--- config.mk ---
export PLATFORM = sky130hd
export DESIGN_NAME = cu_wg_dispatcher
export DESIGN_NICKNAME = d
export VERILOG_FILES = /design/src/rtl/cu_wg_dispatcher_pkg.sv /design/src/rtl/cu_wg_dispatcher_rr_arbiter.sv /design/src/rtl/cu_wg_dispatcher.sv
export SDC_FILE = /design/constraint.sdc
export NUM_CORES = 1
export LEC_CHECK = 0
export CELL_PAD_IN_SITES_DETAIL_PLACEMENT = 0
export CELL_PAD_IN_SITES_GLOBAL_PLACEMENT = 1
export CORE_MARGIN = 1
export CORE_UTILIZATION = 49
export DETAILED_ROUTE_END_ITERATION = 7
export DONT_BUFFER_PORTS = 1
export GPL_TIMING_DRIVEN = 1
export PLACE_DENSITY = 0.84
export SYNTH_ARGS = -nofsm -noshare
export SYNTH_HDL_FRONTEND = slang
export SYNTH_SLANG_ARGS = --single-unit
--- constraint.sdc ---
create_clock -name clk_i -period 2.7 [get_ports clk_i]
set_clock_uncertainty 0.15 [all_clocks]
set_input_delay 0.54 -clock clk_i [delete_from_list [all_inputs] [get_ports clk_i]]
set_output_delay 0.54 -clock clk_i [all_outputs]
set_load 0.01 [all_outputs]
--- src/rtl/cu_wg_dispatcher_pkg.sv ---
// Package e_gpu_dispatch_pkg: shared types and constants for the work-group
// dispatcher. NUM_COMPUTE_UNITS can be set from the build command line. It
// defaults to 4 when the build does not define it.
//   dispatch_state_t : dispatcher FSM states
//   WG_ID_W_DEFAULT  : default width of WG count / WG id
//   NUM_CU_DEFAULT   : default number of compute units
//   ptr_width()      : index width for an N-entry vector (minimum 1 bit)
`ifndef NUM_COMPUTE_UNITS
`define NUM_COMPUTE_UNITS 4
`endif

package e_gpu_dispatch_pkg;

    typedef enum logic [1:0] {
        IDLE     = 2'd0,
        DISPATCH = 2'd1,
        DRAIN    = 2'd2,
        DONE     = 2'd3
    } dispatch_state_t;

    localparam int WG_ID_W_DEFAULT = 16;
    localparam int NUM_CU_DEFAULT  = `NUM_COMPUTE_UNITS;

    function automatic int ptr_width(input int n);
        return (n > 1) ? $clog2(n) : 1;
    endfunction

endpackage

--- src/rtl/cu_wg_dispatcher_rr_arbiter.sv ---
// rr_arbiter: combinational round-robin arbiter.
// The search starts at ptr and moves upward, wrapping at N. The first
// requester found wins.
//   req     in  N      request vector
//   ptr     in  PTR_W  highest-priority index
//   gnt     out N      one-hot grant
//   gnt_idx out PTR_W  index of the granted requester
//   any_gnt out 1      some requester was granted
module rr_arbiter
    import e_gpu_dispatch_pkg::*;
#(
    parameter int N     = 4,
    parameter int PTR_W = ptr_width(N)
) (
    input  logic [N-1:0]     req,
    input  logic [PTR_W-1:0] ptr,
    output logic [N-1:0]     gnt,
    output logic [PTR_W-1:0] gnt_idx,
    output logic             any_gnt
);

    logic [PTR_W-1:0] idx;

    always_comb begin
        gnt     = '0;
        gnt_idx = '0;
        any_gnt = 1'b0;
        idx     = '0;
        for (int i = 0; i < N; i++) begin
            idx = PTR_W'((int'(ptr) + i) % N);
            if (!any_gnt && req[idx]) begin
                any_gnt  = 1'b1;
                gnt[idx] = 1'b1;
                gnt_idx  = idx;
            end
        end
    end

endmodule

--- src/rtl/cu_wg_dispatcher.sv ---
// cu_wg_dispatcher: distributes a kernel's work-groups round-robin over the
// compute units. At most one WG is in flight per CU, and each CU has its own
// valid/ready handshake. When every WG has been handed out and has finished,
// each CU gets one sleep request pulse, then done_o pulses.
// Optional build macro DISPATCH_PERF_CNT_EN adds the perf_cycles_o and
// perf_stall_o counters.
//   clk_i, rst_ni   clock, asynchronous active-low reset
//   start_i         kernel launch pulse (sampled in IDLE only)
//   num_wg_i        WG count, sampled together with start_i
//   cu_active_i     per-CU "powered and clocked" status
//   wg_valid_o      one-hot WG offer
//   wg_id_o         id of the offered WG
//   wg_ready_i      per-CU accept
//   wg_done_i       per-CU completion pulse
//   cu_sleep_req_o  per-CU "no further work" pulse
//   busy_o, done_o  kernel in progress / kernel complete pulse
//
// state    | meaning
// IDLE     | waiting for start_i
// DISPATCH | offering WGs to eligible CUs
// DRAIN    | all WGs handed out, waiting for completions and sleep requests
// DONE     | one-cycle completion pulse
module cu_wg_dispatcher
    import e_gpu_dispatch_pkg::*;
#(
    parameter int NUM_CU  = NUM_CU_DEFAULT,
    parameter int WG_ID_W = WG_ID_W_DEFAULT
) (
    input  logic               clk_i,
    input  logic               rst_ni,
    input  logic               start_i,
    input  logic [WG_ID_W-1:0] num_wg_i,
    input  logic [NUM_CU-1:0]  cu_active_i,
    output logic [NUM_CU-1:0]  wg_valid_o,
    output logic [WG_ID_W-1:0] wg_id_o,
    input  logic [NUM_CU-1:0]  wg_ready_i,
    input  logic [NUM_CU-1:0]  wg_done_i,
    output logic [NUM_CU-1:0]  cu_sleep_req_o,
    output logic               busy_o,
    output logic               done_o
`ifdef DISPATCH_PERF_CNT_EN
    ,
    output logic [31:0]        perf_cycles_o,
    output logic [31:0]        perf_stall_o
`endif
);

    localparam int PTR_W = ptr_width(NUM_CU);

    dispatch_state_t    state_q, state_d;
    logic [WG_ID_W-1:0] remaining_q, next_id_q;
    logic [PTR_W-1:0]   rr_ptr_q, offer_idx_q;
    logic [NUM_CU-1:0]  busy_q, slept_q;

    logic [NUM_CU-1:0]  gnt;
    logic [PTR_W-1:0]   gnt_idx;
    logic               any_gnt;
    logic               offer_pending, handshake, grant, launch;

    assign offer_pending = |wg_valid_o;
    assign handshake     = |(wg_valid_o & wg_ready_i);
    assign launch        = (state_q == IDLE) && start_i;
    // busy_q is used before the clear from wg_done_i. A CU that finishes in
    // this cycle can only be chosen at the next arbitration.
    assign grant         = (state_q == DISPATCH) && !offer_pending && any_gnt;

    rr_arbiter #(.N(NUM_CU), .PTR_W(PTR_W)) u_arb (
        .req     (cu_active_i & ~busy_q),
        .ptr     (rr_ptr_q),
        .gnt     (gnt),
        .gnt_idx (gnt_idx),
        .any_gnt (any_gnt)
    );

    always_ff @(posedge clk_i or negedge rst_ni) begin
        if (!rst_ni) state_q <= IDLE;
        else         state_q <= state_d;
    end

    always_comb begin
        state_d = state_q;
        unique case (state_q)
            IDLE:     if (start_i) state_d = (num_wg_i != '0) ? DISPATCH : DRAIN;
            DISPATCH: if (handshake && remaining_q == WG_ID_W'(1)) state_d = DRAIN;
            // Every idle CU that has not slept yet pulses in this cycle, so
            // with busy clear all CUs will have slept by the next edge.
            DRAIN:    if (busy_q == '0 && (slept_q | cu_sleep_req_o) == '1) state_d = DONE;
            DONE:     state_d = IDLE;
            default:  state_d = IDLE;
        endcase
    end

    always_comb begin
        busy_o         = (state_q != IDLE);
        done_o         = (state_q == DONE);
        cu_sleep_req_o = '0;
        if (state_q == DRAIN) cu_sleep_req_o = ~busy_q & ~slept_q;
    end

    always_ff @(posedge clk_i or negedge rst_ni) begin
        if (!rst_ni) begin
            remaining_q <= '0;
            next_id_q   <= '0;
            rr_ptr_q    <= '0;
            offer_idx_q <= '0;
            busy_q      <= '0;
            slept_q     <= '0;
            wg_valid_o  <= '0;
            wg_id_o     <= '0;
        end else if (launch) begin
            remaining_q <= num_wg_i;
            next_id_q   <= '0;
            busy_q      <= '0;
            slept_q     <= '0;
        end else begin
            busy_q  <= (busy_q & ~wg_done_i) | (handshake ? wg_valid_o : '0);
            slept_q <= slept_q | cu_sleep_req_o;
            if (handshake) begin
                next_id_q   <= next_id_q + 1'b1;
                remaining_q <= remaining_q - 1'b1;
                rr_ptr_q    <= (offer_idx_q == PTR_W'(NUM_CU - 1)) ? '0 : offer_idx_q + 1'b1;
                wg_valid_o  <= '0;
            end else if (grant) begin
                wg_valid_o  <= gnt;
                wg_id_o     <= next_id_q;
                offer_idx_q <= gnt_idx;
            end
        end
    end

`ifdef DISPATCH_PERF_CNT_EN
    always_ff @(posedge clk_i or negedge rst_ni) begin
        if (!rst_ni) begin
            perf_cycles_o <= '0;
            perf_stall_o  <= '0;
        end else if (launch) begin
            perf_cycles_o <= '0;
            perf_stall_o  <= '0;
        end else begin
            if (busy_o && perf_cycles_o != '1) perf_cycles_o <= perf_cycles_o + 1'b1;
            if (offer_pending && !handshake && perf_stall_o != '1) perf_stall_o <= perf_stall_o + 1'b1;
        end
    end
`endif

endmodule

======== After elaboration in Yosys (flattened, before gate mapping) ========
Cells that the tools add are included.
storage, ports and cells
  register bits after elaboration ......... 66
  input port bits ......................... 31
  output and inout bits ................... 26
  word-level logic and storage cells ...... 118
cells by class
  add/sub/neg operators ................... 6
  magnitude comparators ................... 8
  equality and inequality tests ........... 9
  mux-type cells .......................... 44
  bitwise logic cells ..................... 14
  reductions and logical operators ........ 28
operators by type and width
  kind                                                                           number
  16-bit 2-to-1 mux                                                              4
  4-bit 2-to-1 mux                                                               10
  4-bit OR                                                                       5
  2-bit 2-to-1 mux                                                               9
  16-bit by 1-bit adder with 16-bit output (second input constant)               1
  4-bit AND                                                                      4
  16-bit by 1-bit equality test with 1-bit output (second input constant)        1
  16-bit nonzero test                                                            1
  16-bit by 1-bit subtractor with 16-bit output (second input constant)          1
  1-bit logical AND                                                              12
  2-bit by 3-bit less-than comparator with 1-bit output (second input constant)  4
  1-bit 2-to-1 mux                                                               12
  4-bit inverter                                                                 3
  1-bit binary-select mux with 2-bit select                                      4
  1-bit demux with 2-bit select                                                  4
  2-bit by 1-bit >= comparator with 1-bit output (second input constant)         4
  2-bit one-hot mux with 4 select lines                                          1
  4-bit OR reduction                                                             2
  2-bit equality test (second input constant)                                    3
  3-bit AND reduction                                                            2
  2-bit nonzero test                                                             3
  2-bit by 1-bit adder with 2-bit output (second input constant)                 2
  2-bit adder (second input constant)                                            2
  4-bit equality test (second input constant)                                    1
  8 further kinds                                                                14

======== Depth between registers and ports, before layout ========
Gate-level depths: netlist of the first run.
  word-level depth ........................ 17
  gate-level depth with buffers ........... 9
  mapped depth without buffers ............ 7

======== Modules after synthesis ========
Synthesis of the first run repeated with hierarchy kept, for this count alone.
unflattened totals
  cells, all modules ...................... 405
  area total of the unflattened synthesis .. 3757.4 µm²
by module, submodules not included
  module            times used  cells an instance  area each (µm²)  sequential area each (µm²)
  cu_wg_dispatcher  1           360                3338.2           1651.6
  rr_arbiter        1           45                 419.2            0.0

======== Worst setup path after synthesis of the first run ========
No wires, ideal clock.
  kind .................................... reg2reg
  start point ............................. register rr_ptr_q[0]
  end point ............................... register wg_valid_o[0]
  library setup time ...................... 0.086 ns
  arrival ................................. 2.208 ns
  required time ........................... 2.464 ns
  slack ................................... 0.257 ns
  cell stages (with the launch flop) ...... 9
  path buffers ............................ 2
  period minus slack after synthesis ...... 2.443 ns
  cell sequence ........................... dfrtp_1 buf_2 inv_1 ha_1 buf_1 mux4_2 nor2b_1 a221oi_1 a32oi_1
on the way
  longest elaborated chain between the ends .. 15
  elaborated cells between the ends (all ways) .. 53
  those cells by class .................... add/sub: 3; order compare: 8; mux: 26; bitwise: 3; reduce/logical: 13
RTL lines
  element                                                                                                         RTL line                 text
  start, declared                                                                                                 cu_wg_dispatcher.sv:52   logic [PTR_W-1:0] rr_ptr_q, offer_idx_q;
  start signal, assigned                                                                                          cu_wg_dispatcher.sv:121  rr_ptr_q <= (offer_idx_q == PTR_W'(NUM_CU - 1)) ? '0 : offer_idx_q + 1'b1;
  parallel branches: the longest is 15 deep, another holds 2-bit by 3-bit less-than comparator with 1-bit output  -
  end signal, assigned                                                                                            cu_wg_dispatcher.sv:124  wg_valid_o <= gnt;
  end, declared                                                                                                   cu_wg_dispatcher.sv:34   output logic [NUM_CU-1:0] wg_valid_o,
Several ways; the timed one is not identified. The select of a mux whose other input is x is not followed.
A chain may end at the register's enable or synchronous reset.

======== Worst setup path in the final report of the first run ========
  start point ............................. register state_q[0]
  end point ............................... output port cu_sleep_req_o[3]
on the way
  longest elaborated chain between the ends .. 2
RTL lines
  element                 RTL line                text
  start, declared         cu_wg_dispatcher.sv:50  dispatch_state_t state_q, state_d;
  start signal, assigned  cu_wg_dispatcher.sv:77  else state_q <= state_d;
  2-bit equality test     cu_wg_dispatcher.sv:97  if (state_q == DRAIN) cu_sleep_req_o = ~busy_q & ~slept_q;
  4-bit 2-to-1 mux        cu_wg_dispatcher.sv:97
  end, declared           cu_wg_dispatcher.sv:38  output logic [NUM_CU-1:0] cu_sleep_req_o,
Every way passes these cells.

==> results of run 1 <==
-- cell usage in the layout (no fill, tap or decap), types with 3 or more instances in the layout --
master	instances
sky130_fd_sc_hd__xnor2_1	9
sky130_fd_sc_hd__o21ai_0	7
sky130_fd_sc_hd__nand4b_1	4
sky130_fd_sc_hd__a32oi_1	4
sky130_fd_sc_hd__nor3b_1	4
sky130_fd_sc_hd__nor4_1	6
sky130_fd_sc_hd__nand2b_1	4
sky130_fd_sc_hd__dfrtp_1	66
sky130_fd_sc_hd__or3_1	4
sky130_fd_sc_hd__ha_1	17
sky130_fd_sc_hd__nor2_1	32
sky130_fd_sc_hd__a221oi_1	6
sky130_fd_sc_hd__a211oi_1	3
sky130_fd_sc_hd__a21oi_1	15
sky130_fd_sc_hd__nand4_1	15
sky130_fd_sc_hd__a2bb2oi_1	4
sky130_fd_sc_hd__nand2_1	37
sky130_fd_sc_hd__nand3_1	22
sky130_fd_sc_hd__mux2_1	11
sky130_fd_sc_hd__o22ai_1	4
sky130_fd_sc_hd__nor3_1	3
sky130_fd_sc_hd__inv_1	18
sky130_fd_sc_hd__nor2b_1	4
sky130_fd_sc_hd__mux2_2	6
sky130_fd_sc_hd__buf_4	7
sky130_fd_sc_hd__o21ai_1	8
sky130_fd_sc_hd__clkbuf_8	9
sky130_fd_sc_hd__xor2_1	20
-- final timing paths --
kind | from | to | cells after the start | slack (ps)
setup / recovery | state_q[0] | cu_sleep_req_o[3] | 3 | 310
hold / removal | num_wg_i[6] | remaining_q[6] | 2 | 160
setup reg to reg | state_q[0] | offer_idx_q[0] | 7 | 410
hold reg to reg | offer_idx_q[1] | offer_idx_q[1] | 1 | 330
max in group asynchronous | rst_ni | wg_valid_o[1] | 2 | 1540
min in group asynchronous | rst_ni | wg_id_o[2] | 2 | 580
-- flip-flops by register name, indices dropped and copies added, names as in the netlist --
register and cells:
busy_q 4, next_id_q 16, offer_idx_q 2, remaining_q 16
rr_ptr_q 2, slept_q 4, state_q 2, wg_id_o 16
wg_valid_o 4
-- per-stage QoR --
step	setup slack, ps	hold slack (ps)	util	std cells	total power [mW]
floorplan	257	94.4	-	380	2.88
global placement	493	96.4	0.528	469	3.26
detailed placement	399	97.0	0.528	469	3.31
CTS	297	150	0.564	487	4.29
global route	220	160	0.564	487	4.59
finish	314	164	0.564	487	4.27
-- kinds of logic after synthesis --
group,synth area share
fa+ha+maj,0.0568
compound gates,0.124
flops,0.441
simple gates,0.202
buf+inv,0.0394
mux,0.0685
xor+xnor,0.0678
-- cell type report --
| cell class | instances | share of cell area |
|---|---|---|
| Sequential cell | 66 | 0.400 |
| Multi-Input combinational cell | 278 | 0.473 |
| Timing Repair Buffer | 10 | 0.0266 |
| Tap cell | 99 | 0.0300 |
| Clock buffer | 9 | 0.0300 |
| Clock inverter | 7 | 0.0245 |
| Inverter | 18 | 0.0163 |
-- what timing repair did --
action,CTS,global route
hold buffers,2,0
hold endpoints to repair,66,0
endpoints found under the setup margin,0,0
-- power groups by stage --
| stage | Sequential (mW) | Clock [mW] | Combinational [mW] |
|---|---|---|---|
| 6_report | 1.58 | 0.946 | 1.75 |
| 5_1_grt | 1.61 | 1.01 | 1.96 |
| 4_1_cts | 1.57 | 0.965 | 1.76 |
| 3_5_place_dp | 1.59 | 0 | 1.72 |
| 3_3_place_gp | 1.58 | 0 | 1.68 |
| 2_1_floorplan | 1.53 | 0 | 1.35 |
-- layer usage --
layer / vias up / GRT usage
met5: - / 0
met1: 1408 / 0.288
met4: 0 / 0.0794
met2: 69 / 0.355
li1: 1362 / -
met3: 15 / 0.0536
==> impl_metrics.toml, run 1 <==
[status]
run_status = "finished, final reports clean"

[die]
top_level_ports = 57
die_x_um = 89.4
core-area_mm2 = 0.00733
design.die.area_mm2 = 0.00800
std_cell_rows = 31
initial_core_utilization = 0.511
die_y_um = 89.4

[grt]
initial_antenna_violation_count = 0
largest_net_degree_at_the_start_of_global_routing = 67
grt_usage = 0.220
grt_pass1_wl_um = 13300
grt_remaining_overflow = 0
number_of_global_route_vias_before_repair = 2768

[drt]
wl_met3_um = 325
met2_length_um = 3920
drt_first_iter_violations = 126
residual_drc = 0
detail_route.wirelength.met1_um = 3610
routed-via-count = 2854
drtPass1Iterations = 4
topRoutingLayerUsed = "met4"
detail-route-antenna-nets = 0
viasPerCell = 5.86
route.detailed.wl_per_inst_um = 16.4
wirelength_um = 8000

[critical_path]
endpoint_kind = "output port"
crit_chain = "inv_1 -> ha_1 -> nor3b_1"
maximum_fanout_along_the_worst_path = 10
critical_path.slowest_cell = "sky130_fd_sc_hd__nor3b_1"
arrival_ps = 1700
crit_required_ps = 2010
crit_path_start_kind = "flip-flop"
worst_path_dominant_cell_family = "simple AND/OR/NAND/NOR gates"
critPathMaxStageDelay_ps = 450
setup.worst_path.class = "reg2out"
path_buf_inv = 1

[logic_synthesis]
fraction_of_the_yosys_area_taken_by_sequential_cells = 0.441
synth_cell_types = 48
ys_ff_latch = 66
postSynth.topFlopCell = "sky130_fd_sc_hd__dfrtp_1"
post_synth_inst_count = 380
synth_top_area_frac = 0.441
biggest_area_contributors_in_the_synthesized_netlist = "sky130_fd_sc_hd__dfrtp_1, sky130_fd_sc_hd__ha_1, sky130_fd_sc_hd__xor2_1"
synthDominantAreaCellType = "sky130_fd_sc_hd__dfrtp_1"
cell_types_with_the_highest_counts_after_synthesis = "sky130_fd_sc_hd__dfrtp_1, sky130_fd_sc_hd__nand2_1, sky130_fd_sc_hd__nor2_1, sky130_fd_sc_hd__nand3_1, sky130_fd_sc_hd__xor2_1"
yosys_warnings = 0
post_synth_arst_share = 1.00
syn_area_per_cell_um2 = 9.86
post_synth_net_total = 428
synth_enable_flop_cells = 0
syn_std_cell_area_mm2 = 0.00375
synth_most_common_cell = "sky130_fd_sc_hd__dfrtp_1"

[pwr]
power_density_mw_per_mm2 = 1030
power.leakage_nw = 1.79
combinationalPowerShare = 0.410
share_seq_of_total_power = 0.369
portion_of_total_power_attributed_to_the_clock_network = 0.221
switchingPower_mw = 1.76
p_int_mw = 2.51
irDropWorstVdd_mv = 0.532
switching_share = 0.412

[sta]
final-setup-viol-count = 0
actual_slew_at_the_worst_max_slew_pin_ps = 730
finalMaxSlewViolations = 0
fmax_mhz = 419
fin_crit_sh = 0.884
rsz0062_at_grt = "no"
fin_tns_setup_ps = 0
period_minus_slack_ps = 2390
timing_hold_violations_final = 0
slew-limit-headroom = 0.512

[placement]
placedInstanceArea_mm2 = 0.00387
total_of_buffers_placed_on_input_and_output_ports = 0
gpl.final_weighted_congestion = 0.813
final_hpwl_from_detailed_placement_um = 5650

[layout]
area_delta_synth_final_pct = 10.3
n_antenna_cell = 0
area.sequential_mm2 = 0.00165
multiInputGateArea_mm2 = 0.00195
ratio_of_cells_with_drive_above_1_in_the_final_layout = 0.108
number_of_inserted_filler_cells_in_the_final_layout = 638
layout.nets = 431
post_route_design_area_mm2 = 0.00413

[clock_network]
clkTransAtPathRegs_ps = 70
clock_path_buffers = 2
tritoncts = "done"
clkSinkCount = 66
clock_buffer_count_from_cts = 9
number_of_setup_buffers_added_after_cts = 0
clk-insertion-delay-late_ps = 350
htree_num_levels = 3
post_cts_resized = 0
cts_root_buf = "sky130_fd_sc_hd__clkbuf_8"

[min_path]
hp-class = "in2reg"

[run]
max_cap_viol_count = 0
No activity file was read; power rests on OpenSTA's default activity.
==> run 2: changes to the inputs <==
--- a/config.mk
+++ b/config.mk
@@ -8,11 +8,11 @@
 export CELL_PAD_IN_SITES_DETAIL_PLACEMENT = 0
 export CELL_PAD_IN_SITES_GLOBAL_PLACEMENT = 1
 export CORE_MARGIN = 1
-export CORE_UTILIZATION = 49
+export CORE_UTILIZATION = 40
 export DETAILED_ROUTE_END_ITERATION = 7
 export DONT_BUFFER_PORTS = 1
 export GPL_TIMING_DRIVEN = 1
-export PLACE_DENSITY = 0.84
+export PLACE_DENSITY = 0.72
 export SYNTH_ARGS = -nofsm -noshare
 export SYNTH_HDL_FRONTEND = slang
 export SYNTH_SLANG_ARGS = --single-unit
==> run 2 against run 1 <==
  * Combinational power is essentially flat
  * Wire length grew 2.8%
  * Largest power group unchanged
  * Non-clock buffer count did not move
  * Via count is 2.1% lower
  * Register-to-register slack is essentially flat
  * Utilization down 10 points
==> impl_metrics.toml, run 2 (synthesis gave the netlist of run 1 again) <==
[min_path]
min_from = "num_wg_i[5]"
worst_hold_path.endpoint = "remaining_q[5]"
hp-class = "in2reg"
worstHoldPathCells = 2

[layout]
number_of_inserted_filler_cells_in_the_final_layout = 851
ratio_of_cells_with_drive_above_1_in_the_final_layout = 0.106
area_delta_synth_final_pct = 9.75
n_antenna_cell = 0
final_common_cell = "sky130_fd_sc_hd__dfrtp_1"
final_cell_mix = "sky130_fd_sc_hd__dfrtp_1, sky130_fd_sc_hd__nand2_1, sky130_fd_sc_hd__nor2_1, sky130_fd_sc_hd__nand3_1, sky130_fd_sc_hd__xor2_1"
layout.nets = 431
reg_top3 = "next_id_q (16), remaining_q (16), wg_id_o (16)"

[clock_network]
cts_root_buf = "sky130_fd_sc_hd__clkbuf_8"
clock_path_buffers = 2
clock_buffer_count_from_cts = 9
clk-insertion-delay-late_ps = 340
tritoncts = "done"
clkTransAtPathRegs_ps = 80
clkSinkCount = 66
number_of_setup_buffers_added_after_cts = 0
htree_num_levels = 3

[drt]
drtPass1Iterations = 6
route.detailed.wl_per_inst_um = 16.6
detail-route-antenna-nets = 0
routed-via-count = 2795
residual_drc = 0
viasPerCell = 5.64
wirelength_um = 8230
drt_first_iter_violations = 111

[pwr]
power.leakage_nw = 1.78
combinationalPowerShare = 0.421
power_density_mw_per_mm2 = 1010
portion_of_total_power_attributed_to_the_clock_network = 0.200
switchingPower_mw = 1.75
irDropWorstVdd_mv = 0.433
switching_share = 0.421
p_int_mw = 2.41
share_seq_of_total_power = 0.379

[placement]
final_hpwl_from_detailed_placement_um = 5810
total_of_buffers_placed_on_input_and_output_ports = 0
gpl.final_weighted_congestion = 0.803

[critical_path]
r2r_setup_slk_ps = 420
path_buf_inv = 1
arrival_ps = 1710
timing.rr.start = "rr_ptr_q[1]"
r2r_end = "wg_valid_o[0]"
crit_chain = "inv_1 -> ha_1 -> nor3b_1"
endpoint_kind = "output port"
critical_path.slowest_cell = "sky130_fd_sc_hd__nor3b_1"
worst-r2r-cell-count = 6
critPathMaxStageDelay_ps = 460
crit_path_start_kind = "flip-flop"
worst_path_dominant_cell_family = "simple AND/OR/NAND/NOR gates"
maximum_fanout_along_the_worst_path = 10
setup.worst_path.class = "reg2out"
crit_required_ps = 2010

[run]
max_cap_viol_count = 0

[die]
design.die.area_mm2 = 0.00976
die_x_um = 98.8
core-area_mm2 = 0.00889
std_cell_rows = 34
die_y_um = 98.8
initial_core_utilization = 0.421
top_level_ports = 57

[sta]
fmax_mhz = 417
timing_hold_violations_final = 0
final-setup-viol-count = 0
period_minus_slack_ps = 2400
worst_hold_margin_ps = 169
slew-limit-headroom = 0.487
actual_slew_at_the_worst_max_slew_pin_ps = 768
rsz0062_at_grt = "no"
fin_tns_setup_ps = 0
fin_crit_sh = 0.888
finalMaxSlewViolations = 0

[grt]
grt_pass1_wl_um = 14000
grt_remaining_overflow = 0
largest_net_degree_at_the_start_of_global_routing = 67
grt_usage = 0.183
initial_antenna_violation_count = 0
number_of_global_route_vias_before_repair = 2812

[status]
run_status = "finished, final reports clean"
run 2: cell types whose count changed in the layout (fill, tap and decap cells not counted):
cell                        before  now
sky130_fd_sc_hd__inv_8           1    0
sky130_fd_sc_hd__bufinv_16       2    1
sky130_fd_sc_hd__clkbuf_1        0    1
sky130_fd_sc_hd__clkinv_2        1    2
sky130_fd_sc_hd__clkinv_4        1    0
sky130_fd_sc_hd__inv_6           1    2
run 2: routing by layer:
metal	wire, um	vias up	GRT usage	part of all wire
met5	0	-	0	0
met4	103	0	0.0723	0.013
met3	345	9	0.0475	0.042
met2	3790	66	0.282	0.46
met1	3990	1361	0.247	0.48
li1	-	1359	-	-
run 2: metrics by stage:
| step | power, mW | utilization | instances | cell area [um^2] | setup slack [ps] |
|---|---|---|---|---|---|
| final | 4.17 | 0.462 | 496 | 4110 | 302 |
| after floorplan | 2.88 | - | 380 | 3750 | 257 |
| after global placement | 3.31 | 0.437 | 478 | 3880 | 453 |
| after global routing | 4.52 | 0.462 | 496 | 4110 | 167 |
| after CTS | 4.20 | 0.462 | 496 | 4110 | 298 |
| after detailed placement | 3.32 | 0.437 | 478 | 3880 | 444 |
run 2: worst max-delay path by stage:
stage	start	cells past startpoint	slack, ps	end
after floorplan	rr_ptr_q[0]	8	260	wg_valid_o[0]
after global placement	cu_active_i[3]	5	450	wg_valid_o[2]
after detailed placement	remaining_q[11]	5	440	state_q[0]
after CTS	state_q[0]	3	300	cu_sleep_req_o[2]
after global routing	state_q[0]	3	170	cu_sleep_req_o[2]
final	state_q[0]	3	300	cu_sleep_req_o[2]
run 2: repair_timing:
| item | 4_1_cts | 5_1_grt |
|---|---|---|
| resized for setup | 0 | 0 |
| hold buffers | 2 | 0 |
| endpoints found under the hold margin | 66 | 0 |
run 2: layout make-up:
type	instances	area, um^2	area share
clock inverters	6	65.1	0.0158
clock buffers	10	128	0.0310
flip-flops and latches	66	1650	0.402
inverters	18	67.6	0.0164
multi-input cells	278	1950	0.475
repair buffers	10	110	0.0268
well taps	108	135	0.0329
run 2: power by group through the flow:
stage	Clock (mW)	Sequential, mW	Combinational, mW
floorplan	0	1.53	1.35
finish	0.833	1.58	1.75
detailed placement	0	1.60	1.72
CTS	0.856	1.58	1.76
global route	0.913	1.62	1.99
global placement	0	1.59	1.72
==> patch, RTL diff (flow settings as in run 1) <==
Change the macro `NUM_COMPUTE_UNITS` from 4 to 5.
--- a/src/rtl/cu_wg_dispatcher_pkg.sv
+++ b/src/rtl/cu_wg_dispatcher_pkg.sv
@@ -6,7 +6,7 @@
 //   NUM_CU_DEFAULT   : default number of compute units
 //   ptr_width()      : index width for an N-entry vector (minimum 1 bit)
 `ifndef NUM_COMPUTE_UNITS
-`define NUM_COMPUTE_UNITS 4
+`define NUM_COMPUTE_UNITS 5
 `endif
 
 package e_gpu_dispatch_pkg;
Interface: changed (5 resized); port bits go from 57 to 62. The function was not compared with the original's and may differ.
==> patch against run 1 <==
  * The run now ends with setup timing left
  * First-iteration DRC count rose by 130%
  * Wire length increased by 72%
  * Area after synthesis increased by 38%
  * Clock power is 5.0% higher
  * Setup slack got worse by 1800 ps
  * Sequential power up 5%
  * Combinational power grew to 4.5 times the old value
  * Sequential cell count up 5
  * Total power rose by 150%
  * Design area up 58%
  * Critical endpoint is now wg_id_o[9]$_DFFE_PN0P_
  * Largest cell class unchanged
  * Largest power group unchanged
==> patch: results (changes against run 1) <==
The run finished, with violations left. The checks that failed: setup timing. The adder-cell share of the synthesized area came to 0.0703 (+0.0135).

The met1 routing resource usage after global routing is 0.329 (+0.0412). By area the synthesized netlist is led by dfrtp_1 34%, ha_1 7.0%, nor2_1 4.4%. The violation count after the first detailed-route iteration is 286 (+130%). The count of endpoints failing setup in the final report is 24 (+24). The weighted congestion at the end of routability-driven global placement came to 0.913 (+12%). The cell-internal power was 5.77 mW (+130%). The mean routed wirelength per cell came out at 17.0 um (+3.1%). The setup slack at placement came out at -1520 ps (-1920 ps).

The maximum number of pins on one net before global-route repair came out at 72 (+7.5%). The final net count is 733 (+70%). On the critical path, the stage with the largest delay is an instance of or4_4. The cell area reported after detailed placement was 0.00595 mm2 (+54%). The reported clock group power is 993 uW (+5.0%).

The multiplexer share of the synthesized area was 0.0690 (+0.000570). The post-synthesis cell type count came to 73 (+52%). The total design power is 10.6 mW (+150%). The top routing layer in use is met4. The post-cts gate resize count is 9 (+9). The share of final-layout standard cells stronger than drive strength 1 came out at 0.286 (+0.178).

The total routed wire length on the met1 layer is 6180 um (+71%). The net count after synthesis came out at 641 (+50%). The total wirelength of the detailed-routed design was 13700 um (+72%). The met3 track utilization from global routing came to 0.0418 (-0.0118). The biggest cell delay along the critical path came out at 550 ps (+100 ps). The routed length on met2 came out at 6630 um (+69%). The data arrival time of the critical path came out at 4260 ps (+2560 ps). The global routing met2 resource utilization came out at 0.422 (+0.0673). The number of global-route vias before repair is 4481 (+62%). The setup slack of the critical path after layout is -1470 ps (-1790 ps). After synthesis, the most frequently instantiated cells are 71 x dfrtp_1, 60 x nor2_1, 53 x nand2_1. The mean area per synthesized cell is 8.94 um2 (-9.4%).

The global-route usage over all layers came out at 0.252 (+0.0322). The CTS clock-pin slew for the worst setup and hold paths came to 100 ps (+30 ps). The placed wire-length estimate came out at 10000 um (+77%). The share of the synthesized netlist area taken by xor and xnor gates came out at 0.0707 (+0.00293). The maximum fanout count along the critical path is 5 (-5). The global-route wire length before repair came to 21900 um (+64%).

The met3 layer wire length in the routed design came out at 600 um (+85%). The number of buffers added for setup after CTS is 12 (+12). The post-route setup TNS is -34220 ps (-34220 ps). The post-route clock period utilization is 1.55 (+0.662). The compound-cell area share of the yosys netlist came out at 0.163 (+0.0383). The placed cell count came to 778 (+66%).
-- patch: layout make-up --
class                      count  area, um2
fill                         891       3750
multi-input combinational    457       3380
sequential                    71       1780
timing repair buffer         106        868
tap                          136        170
clock buffer                   9        124
clock inverter                 7        103
inverter                      25       98.8
-- patch: final timing paths --
| check | from | endpoint | slack (ps) | cells after the start |
|---|---|---|---|---|
| hold reg to reg | slept_q[3]$_DFF_PN0_ | slept_q[3]$_DFF_PN0_ | 360 | 2 |
| max in group asynchronous | rst_ni | remaining_q[1]$_DFFE_PN0N_ | 1510 | 2 |
| hold / removal | num_wg_i[8] | remaining_q[8]$_DFFE_PN0N_ | 150 | 2 |
| min in group asynchronous | rst_ni | wg_id_o[13]$_DFFE_PN0P_ | 570 | 2 |
| setup reg to reg | rr_ptr_q[0]$_DFFE_PN0P_ | wg_id_o[9]$_DFFE_PN0P_ | -1470 | 18 |
| setup / recovery | rr_ptr_q[0]$_DFFE_PN0P_ | wg_id_o[9]$_DFFE_PN0P_ | -1470 | 18 |
